--- config.mk ---
export PLATFORM = sky130hd
export DESIGN_NAME = fg_dac_spi_tx_flat
export DESIGN_NICKNAME = d
export VERILOG_FILES = /design/src/rtl/fg_dac_pkg.sv /design/src/rtl/fg_dac_spi_tx_if.sv /design/src/rtl/fg_sclk_gen.sv /design/src/rtl/fg_dac_spi_tx.sv /design/src/flat_wrapper.sv
export SDC_FILE = /design/constraint.sdc
export NUM_CORES = 1
export LEC_CHECK = 0
export BUFFER_PORTS_ARGS = -buffer_cell sky130_fd_sc_hd__buf_2
export CORE_MARGIN = 4
export CORE_UTILIZATION = 60
export DETAILED_ROUTE_END_ITERATION = 6
export PLACE_DENSITY = 0.83
export SLEW_MARGIN = 20
export SYNTH_ARGS = -nofsm -noshare
export SYNTH_HDL_FRONTEND = slang
export SYNTH_SLANG_ARGS = --single-unit
--- constraint.sdc ---
create_clock -name clk_i -period 2.95 [get_ports clk_i]
set_input_delay 0.295 -clock clk_i [delete_from_list [all_inputs] [get_ports clk_i]]
set_output_delay 0.295 -clock clk_i [all_outputs]
set_load 0.02 [all_outputs]
--- src/rtl/fg_dac_pkg.sv ---
// Shared FSM encodings, default frame constants and offset-binary helper for the DAC SPI sink.
// Latency: n/a (package only).
// Backpressure: n/a.
package fg_dac_pkg;

    localparam logic [2:0] ST_IDLE  = 3'd0;
    localparam logic [2:0] ST_SHIFT = 3'd1;
    localparam logic [2:0] ST_HOLD  = 3'd2;
    localparam logic [2:0] ST_LDAC  = 3'd3;
    localparam logic [2:0] ST_GAP   = 3'd4;

    localparam int         FRAME_BITS_DEF = 24;
    localparam logic [7:0] CMD_WORD_DEF   = 8'h30;

    // Two's complement to offset binary is just an inversion of the sign bit.
    function automatic logic [31:0] to_offset_bin(input logic [31:0] s, input int unsigned bw);
        return s ^ (32'd1 << (bw - 1));
    endfunction

endpackage

--- src/rtl/fg_dac_spi_tx_if.sv ---
// Sample handshake between the limiter and the DAC SPI sink.
// Latency: n/a (wires only).
// Backpressure: sample held by master until sample_valid & sample_ready.
interface fg_dac_spi_tx_if #(
    parameter int BITWIDTH = 16
);
    logic signed [BITWIDTH-1:0] sample;
    logic                       sample_valid;
    logic                       sample_ready;

    modport master (output sample, output sample_valid, input  sample_ready);
    modport slave  (input  sample, input  sample_valid, output sample_ready);
endinterface

--- src/rtl/fg_sclk_gen.sv ---
// SPI clock generator: CLK_DIV-cycle half periods, sclk starts low, with one-cycle rise/fall strobes.
// Latency: sclk low for CLK_DIV cycles after start, strobes are combinational from the counter.
// Backpressure: none; start/stop are synchronous and stop forces sclk low.
module fg_sclk_gen #(
    parameter int CLK_DIV = 2
) (
    input  logic clk_i,
    input  logic nrst_i,
    input  logic start,
    input  logic stop,
    output logic sclk,
    output logic sclk_rise,
    output logic sclk_fall
);
    localparam int DIV_W = (CLK_DIV > 1) ? $clog2(CLK_DIV) : 1;
    localparam logic [DIV_W-1:0] DIV_LAST = DIV_W'(CLK_DIV - 1);

    logic [DIV_W-1:0] div_cnt;
    logic             run;
    logic             half_done;

    // Strobes flag the cycle whose closing edge toggles sclk.
    assign half_done = run && (div_cnt == DIV_LAST);
    assign sclk_rise = half_done && !sclk;
    assign sclk_fall = half_done && sclk;

    always_ff @(posedge clk_i or negedge nrst_i) begin
        if (!nrst_i) begin
            run     <= 1'b0;
            div_cnt <= '0;
            sclk    <= 1'b0;
        end else if (start) begin
            run     <= 1'b1;
            div_cnt <= '0;
            sclk    <= 1'b0;
        end else if (stop) begin
            run     <= 1'b0;
            div_cnt <= '0;
            sclk    <= 1'b0;
        end else if (run) begin
            if (half_done) begin
                div_cnt <= '0;
                sclk    <= ~sclk;
            end else begin
                div_cnt <= div_cnt + DIV_W'(1);
            end
        end
    end

endmodule

--- src/rtl/fg_dac_spi_tx.sv ---
// Offset-binary SPI DAC sink (mode 0, MSB first, command field first); FG_DAC_LDAC_EN adds an LDAC pulse.
// Latency: cs_n low the cycle after acceptance; next acceptance 1+2*CLK_DIV*FRAME_BITS+2*CLK_DIV cycles later (+CLK_DIV with LDAC).
// Backpressure: sample_ready only in IDLE with enable_i high; upstream holds the sample until accepted.
module fg_dac_spi_tx
    import fg_dac_pkg::*;
#(
    parameter int          BITWIDTH   = 16,
    parameter int          FRAME_BITS = FRAME_BITS_DEF,
    parameter logic [31:0] CMD_WORD   = 32'(CMD_WORD_DEF),
    parameter int          CLK_DIV    = 2
) (
    input  logic              clk_i,
    input  logic              nrst_i,
    input  logic              enable_i,
    fg_dac_spi_tx_if.slave    smp,
    output logic              busy_o,
    output logic              sclk_o,
    output logic              cs_n_o,
    output logic              mosi_o
`ifdef FG_DAC_LDAC_EN
    ,
    output logic              ldac_n_o
`endif
);
    localparam int BIT_W = (FRAME_BITS > 1) ? $clog2(FRAME_BITS) : 1;
    localparam int DIV_W = (CLK_DIV > 1) ? $clog2(CLK_DIV) : 1;
    localparam logic [BIT_W-1:0] BIT_LAST = BIT_W'(FRAME_BITS - 1);
    localparam logic [DIV_W-1:0] PH_LAST  = DIV_W'(CLK_DIV - 1);
    // Command sits above the sample; it vanishes entirely when FRAME_BITS == BITWIDTH.
    localparam logic [FRAME_BITS-1:0] CMD_FIELD = FRAME_BITS'(64'(CMD_WORD) << BITWIDTH);

    logic [2:0]            state;
    logic [FRAME_BITS-1:0] shreg;
    logic [FRAME_BITS-1:0] frame_init;
    logic [BITWIDTH-1:0]   ob_sample;
    logic [BIT_W-1:0]      bit_cnt;
    logic [DIV_W-1:0]      ph_cnt;
    logic                  accept;
    logic                  last_bit;
    logic                  ph_last;
    logic                  sclk;
    logic                  sclk_fall;
    logic                  sclk_rise_unused;

    assign ob_sample  = BITWIDTH'(to_offset_bin(32'(smp.sample), BITWIDTH));
    assign frame_init = CMD_FIELD | FRAME_BITS'(ob_sample);

    assign smp.sample_ready = nrst_i && enable_i && (state == ST_IDLE);
    assign accept           = smp.sample_valid && smp.sample_ready;
    assign last_bit         = sclk_fall && (bit_cnt == BIT_LAST);
    assign ph_last          = (ph_cnt == PH_LAST);

    fg_sclk_gen #(
        .CLK_DIV (CLK_DIV)
    ) u_sclk_gen (
        .clk_i     (clk_i),
        .nrst_i    (nrst_i),
        .start     (accept),
        .stop      ((state == ST_SHIFT) && last_bit),
        .sclk      (sclk),
        .sclk_rise (sclk_rise_unused),
        .sclk_fall (sclk_fall)
    );

    always_ff @(posedge clk_i or negedge nrst_i) begin
        if (!nrst_i) begin
            state   <= ST_IDLE;
            shreg   <= '0;
            bit_cnt <= '0;
            ph_cnt  <= '0;
        end else begin
            case (state)
                ST_IDLE: begin
                    if (accept) begin
                        state   <= ST_SHIFT;
                        shreg   <= frame_init;
                        bit_cnt <= '0;
                        ph_cnt  <= '0;
                    end
                end
                ST_SHIFT: begin
                    // Data moves on the falling edge so it is stable around the DAC's rising-edge sample.
                    if (sclk_fall) begin
                        shreg <= {shreg[FRAME_BITS-2:0], 1'b0};
                        if (last_bit) begin
                            state  <= ST_HOLD;
                            ph_cnt <= '0;
                        end else begin
                            bit_cnt <= bit_cnt + BIT_W'(1);
                        end
                    end
                end
                ST_HOLD: begin
                    if (ph_last) begin
                        ph_cnt <= '0;
`ifdef FG_DAC_LDAC_EN
                        state  <= ST_LDAC;
`else
                        state  <= ST_GAP;
`endif
                    end else begin
                        ph_cnt <= ph_cnt + DIV_W'(1);
                    end
                end
`ifdef FG_DAC_LDAC_EN
                ST_LDAC: begin
                    if (ph_last) begin
                        ph_cnt <= '0;
                        state  <= ST_GAP;
                    end else begin
                        ph_cnt <= ph_cnt + DIV_W'(1);
                    end
                end
`endif
                ST_GAP: begin
                    if (ph_last) begin
                        ph_cnt <= '0;
                        state  <= ST_IDLE;
                    end else begin
                        ph_cnt <= ph_cnt + DIV_W'(1);
                    end
                end
                default: state <= ST_IDLE;
            endcase
        end
    end

    assign busy_o = (state != ST_IDLE);
    assign sclk_o = sclk;
    assign cs_n_o = !((state == ST_SHIFT) || (state == ST_HOLD));
    assign mosi_o = (state == ST_SHIFT) && shreg[FRAME_BITS-1];
`ifdef FG_DAC_LDAC_EN
    assign ldac_n_o = (state != ST_LDAC);
`endif

endmodule
--- src/flat_wrapper.sv ---
// flat-port wrapper written by rule: the top's interface ports become plain ports
module fg_dac_spi_tx_flat import fg_dac_pkg::*;
#(
    parameter int          BITWIDTH   = 16,
    parameter int          FRAME_BITS = FRAME_BITS_DEF,
    parameter logic [31:0] CMD_WORD   = 32'(CMD_WORD_DEF),
    parameter int          CLK_DIV    = 2
)
  (clk_i, nrst_i, enable_i, busy_o, sclk_o, cs_n_o, mosi_o, smp_sample, smp_sample_valid, smp_sample_ready);
  fg_dac_spi_tx_if #(.BITWIDTH(BITWIDTH)) smp_i ();
  input  logic clk_i;
  input  logic nrst_i;
  input  logic enable_i;
  output logic busy_o;
  output logic sclk_o;
  output logic cs_n_o;
  output logic mosi_o;
  input wire logic [$bits(smp_i.sample)-1:0] smp_sample;
  input wire logic [$bits(smp_i.sample_valid)-1:0] smp_sample_valid;
  output wire logic [$bits(smp_i.sample_ready)-1:0] smp_sample_ready;
  assign smp_i.sample = smp_sample;
  assign smp_i.sample_valid = smp_sample_valid;
  assign smp_sample_ready = smp_i.sample_ready;
  fg_dac_spi_tx #(.BITWIDTH(BITWIDTH), .FRAME_BITS(FRAME_BITS), .CMD_WORD(CMD_WORD), .CLK_DIV(CLK_DIV)) u_core (.clk_i(clk_i), .nrst_i(nrst_i), .enable_i(enable_i), .smp(smp_i), .busy_o(busy_o), .sclk_o(sclk_o), .cs_n_o(cs_n_o), .mosi_o(mosi_o));
endmodule
## Word-level counts from Yosys, hierarchy flattened

Cells that the tools add are included.

- Flip-flop bits (word level): 36

- $add $sub $neg: 3
- Equality and inequality tests: 10
- Muxes and demuxes: 28
- Bitwise logic cells: 2
- Reductions and logical operators: 23

Operator list:

| kind | number |
|---|---|
| two-way mux 24 bit | 2 |
| case mux 24 bit (2 select lines) | 1 |
| two-way mux 3 bit | 5 |
| two-way mux 5 bit | 3 |
| two-way mux 1 bit | 14 |
| case mux 3 bit (4 select lines) | 1 |
| nonzero test 3 bit | 4 |
| inequality test 2 x 1 -> 1 bit, second input constant | 5 |
| case mux 5 bit (2 select lines) | 1 |
| logical AND 1 bit | 8 |
| AND reduction 4 bit | 2 |
| adder 5 x 1 -> 5 bit, second input constant | 1 |
| == test 5 bit, second input constant | 1 |
| AND reduction 5 bit | 1 |
| nonzero test 2 bit | 2 |
| == test 3 x 1 -> 1 bit, second input constant | 1 |
| == test 3 x 2 -> 1 bit, second input constant | 1 |
| == test 3 bit, second input constant | 1 |
| logical NOT 3 bit | 1 |
| case mux 1 bit (3 select lines) | 1 |
| AND reduction 3 bit | 1 |
| adder 1 bit, second input constant | 2 |
| inequality test 2 bit, second input constant | 1 |
| NOT 1 bit | 2 |
| other kinds (4) | 4 |

## Depth between registers and ports, before layout

- Depth in word-level cells: 6
- Mapped depth: 7

## By module

Synthesis repeated with hierarchy kept, for this count alone.

- Cell total of the unflattened synthesis: 160
- Area total of the unflattened synthesis: 1935.6 µm²

By module, submodules not included:

| module | times used | cells an instance | area each (µm²) | seq. area each (µm²) |
|---|---|---|---|---|
| fg_dac_spi_tx | 1 | 147 | 1791.7 | 825.8 |
| fg_sclk_gen | 1 | 13 | 143.9 | 75.1 |

## Worst setup path before layout

No wires, ideal clock.

- Path kind: register to output
- From: register u_core.state[1]
- To: output port mosi_o
- Arrival: 1.456 ns
- Path slack: 1.199 ns
- Cell stages (with the launch flop): 5
- Buffers on the path: 2
- Cells stage by stage: dfrtp_1 -> buf_6 -> nor3b_2 -> clkbuf_1 -> and2_1

- Word-level cells in the longest chain between the ends: 2

RTL lines:

| what | RTL line | RTL |
|---|---|---|
| from (decl) | fg_dac_spi_tx.sv:32 | `logic [2:0] state;` |
| from (signal assigned) | fg_dac_spi_tx.sv:67 | `state <= ST_IDLE;` |
| from (signal assigned) | fg_dac_spi_tx.sv:75 | `state <= ST_SHIFT;` |
| from (signal assigned) | fg_dac_spi_tx.sv:86 | `state <= ST_HOLD;` |
| == test 3 x 1 -> 1 bit | fg_dac_spi_tx.sv:131 | `assign mosi_o = (state == ST_SHIFT) && shreg[FRAME_BITS-1];` |
| logical AND 1 bit | fg_dac_spi_tx.sv:131 |  |
| to (decl) | flat_wrapper.sv:17 | `output logic mosi_o;` |

Every way passes these cells.

## Final worst setup path

- From: register u_core.state[0]
- To: register u_core.shreg[8]

- Word-level cells in the longest chain between the ends: 5
- Elaborated cells between the ends (all ways): 9
- Classes of those cells: eq/ne (3); mux (1); reduce/logical (5)

RTL lines:

| what | RTL line | RTL |
|---|---|---|
| logical NOT 3 bit | fg_dac_spi_tx.sv:48, fg_dac_spi_tx.sv:72 |  |
| logical AND 1 bit | fg_dac_spi_tx.sv:48 | `assign smp.sample_ready = nrst_i && enable_i && (state == ST_IDLE);` |
| logical AND 1 bit | fg_dac_spi_tx.sv:49 | `assign accept = smp.sample_valid && smp.sample_ready;` |
| inequality test 2 x 1 -> 1 bit (no source line) | -- |  |
| AND reduction 3 bit (no source line) | -- |  |
| to (signal assigned) | fg_dac_spi_tx.sv:76 | `shreg <= frame_init;` |
| to (signal assigned) | fg_dac_spi_tx.sv:84 | `shreg <= {shreg[FRAME_BITS-2:0], 1'b0};` |
| to (decl) | fg_dac_spi_tx.sv:33 | `logic [FRAME_BITS-1:0] shreg;` |

Several ways; a longest one is shown, not always the timed one.
A chain may end at the register's enable or synchronous reset.

==> flow_summary_export.csv <==
group,metric,value,unit
outcome,outcome,"finished, final reports clean",
worst_setup_path,cp-end-kind,"register",
sta,fin_skew,6.06,ps
logic_synthesis,synth_cell_types,40,
power_and_ir_drop,internal_power,1180,uW
floorplanning,die_h,61.3,microns
detailed_routing,drc,0,
clocking,cts_hold_buf,0,
layout,fin_nets,219,
detailed_routing,first_pass_iters,5,
clocking,cts_root_buf,"clkbuf_4",
power_and_ir_drop,cellPowerDensity,1050,nW/um^2
sta,timing.slew.headroom,0.544,
layout,fillers,207,
floorplanning,coreArea,2730,sq um
logic_synthesis,postSynth.asyncResetShare,1.00,
clocking,cts_setup_buffers,0,
power_and_ir_drop,leakage,0.000870,uW
clocking,htreeDepth,2,
clocking,path_clk_slew,110,ps
global_routing,grt_use_total,0.211,
clocking,cts_resized,0,
sta,slew_viol_final,0,
sta,period_needed,2220,ps
floorplanning,start_util,0.624,
layout,final_util,0.686,
power_and_ir_drop,power,1970,uW
global_routing,grt_overflow,0,
detailed_routing,ant_nets,0,
logic_synthesis,ys_seq_area_frac,0.528,
worst_setup_path,cp.arrival,2490,ps
clocking,clock_latency,340,ps
sta,fmax,0.450,GHz
logic_synthesis,avgSynthCellArea,9.86,sq um
place,dp_slack,761,ps
logic_synthesis,synth-edff-count,0,
sta,tightest_slew,681,ps
layout,drive_gt1_frac,0.216,
hold_path,min_path_type,"primary input to async pin",
clocking,cts_tree,"done",
logic_synthesis,yosys_most_used_dff,"dfrtp_1",
clocking,cts_buffers,5,
layout,n_antenna_cell,0,
logic_synthesis,syn_area,1710,sq um
global_routing,antenna_found_initial,0,
global_routing,grt_pass1_vias,1265,
layout,area_growth,9.97,%
sta,rsz0062_at_grt,"no",
logic_synthesis,netlist_instances,173,
global_routing,grt_pass1_wl,5730,microns
power_and_ir_drop,clockPowerShare,0.139,
detailed_routing,wl_per_cell,14.8,microns
place,hpwlAfterDp,2460,microns
clocking,clock_sinks,36,
worst_setup_path,ff2ff_setup_slack,730,ps
detailed_routing,wirelength,3410,microns
clocking,clockBufferDepth,2,
worst_setup_path,start_kind,"register",
power_and_ir_drop,switchingPower,788,uW
detailed_routing,viasPerCell,5.89,
floorplanning,die-area,3760,sq um
logic_synthesis,synth_fp_nets,194,
sta,whs,17.9,ps
floorplanning,placementRows,19,
job,cap_violations,0,
layout,final_common_cell,"nand2_1",
worst_setup_path,critical_path_class,"register to register",
floorplanning,die_w,61.3,microns
worst_setup_path,worstPathRequired,3210,ps
place,port-buffer-count,24,
sta,hold_viol_final,0,
power_and_ir_drop,power_frac_seq,0.433,
detailed_routing,drtIter0Drc,129,
layout,layout_common_cells,"38 x nand2_1, 36 x dfrtp_1, 24 x buf_2, 23 x nor2_1, 15 x a31oi_1",
power_and_ir_drop,comb_power_share,0.427,
sta,period_share,0.753,
worst_setup_path,cp_max_fo,20,
place,routabilityCongestion,0.798,
logic_synthesis,ys_seq_elements,36,
sta,tns,0,ps
sta,setup_viol,0,
sta,fin_ws,730,ps
power_and_ir_drop,max-vdd-ir-drop,0.000784,V
power_and_ir_drop,p_sw_frac,0.400,
logic_synthesis,yosysWarnings,0,
detailed_routing,num_vias,1355,
floorplanning,io_pins,25,
global_routing,grt_max_degree,38,
==> cell families after synthesis <==
kind of cell / count (synthesis) / share of synthesized area
simple gates: 82 / 0.221
compound gates: 38 / 0.171
flops: 36 / 0.528
buf+inv: 11 / 0.0455
xor+xnor: 4 / 0.0205
mux: 1 / 0.00660
fa+ha+maj: 1 / 0.00733
==> power groups by stage <==
stage	sequential, uW	combinational [uW]	clock, uW
finish	854	842	274
global route	880	959	302
CTS	851	845	281
detailed placement	861	840	0
global placement	848	801	0
floorplan	821	720	0
==> flip-flops by register name (all words and copies together), names as in the netlist <==
register                   count
u_core.shreg                  24
u_core.bit_cnt                 5
u_core.state                   3
u_core.ph_cnt                  1
u_core.u_sclk_gen.div_cnt      1
u_core.u_sclk_gen.run          1
u_core.u_sclk_gen.sclk         1
==> synthesized netlist by cell type (all sizes together), types with 2 or more instances <==
cell,n,share of area
a21o,2,0.0088
a22o,8,0.041
a31oi,15,0.055
nand2,38,0.084
buf,7,0.037
xnor2,2,0.010
clkbuf,2,0.0044
o21ai,3,0.0088
xor2,2,0.010
nor2,25,0.058
dfrtp,36,0.53
inv,2,0.0044
nand3,5,0.015
o22a,2,0.010
nand2b,2,0.0073
nor3b,2,0.012
o22ai,2,0.015
or2,2,0.0088
==> stage by stage <==
step	cells	area, sq um
after floorplan	173	1710
after global placement	222	1820
after detailed placement	222	1820
after CTS	230	1880
after global routing	230	1880
final	230	1880
==> worst max-delay path, stage by stage, from the launching register on <==
cell and delay, ps:
dfrtp_1 510, or3b_1 680, o22ai_4 460, buf_4 290, nor2_1 60, a31oi_1 140
==> per-layer routing <==
layer	up-vias	wire length, microns	track usage
met4	0	52	0.0667
met1	655	1450	0.263
met3	6	228	0.0629
met5	-	0	0
met2	45	1680	0.353
li1	649	-	-
==> worst paths after layout <==
kind / start / endpoint / cells after the start
min reg2reg: u_core.shreg[0]$_DFFE_PN0P_ / u_core.shreg[0]$_DFFE_PN0P_ / 1
max in group asynchronous: nrst_i / u_core.bit_cnt[1]$_DFFE_PN0P_ / 2
min in group clk_i: smp_sample[0] / u_core.shreg[0]$_DFFE_PN0P_ / 2
max: u_core.state[0]$_DFFE_PN0P_ / u_core.shreg[8]$_DFFE_PN0P_ / 5
min: nrst_i / u_core.shreg[9]$_DFFE_PN0P_ / 2
max reg2reg: u_core.state[0]$_DFFE_PN0P_ / u_core.shreg[8]$_DFFE_PN0P_ / 5
==> final cells by class <==
class	instances	area, sq um	area share
tap	31	38.8	0.0207
sequential	36	901	0.480
timing repair buffer	27	143	0.0760
clock buffer	8	58.8	0.0313
multi-input combinational	126	728	0.388
inverter	2	7.51	0.00400
Note: power is estimated with default switching activity, not from simulation.
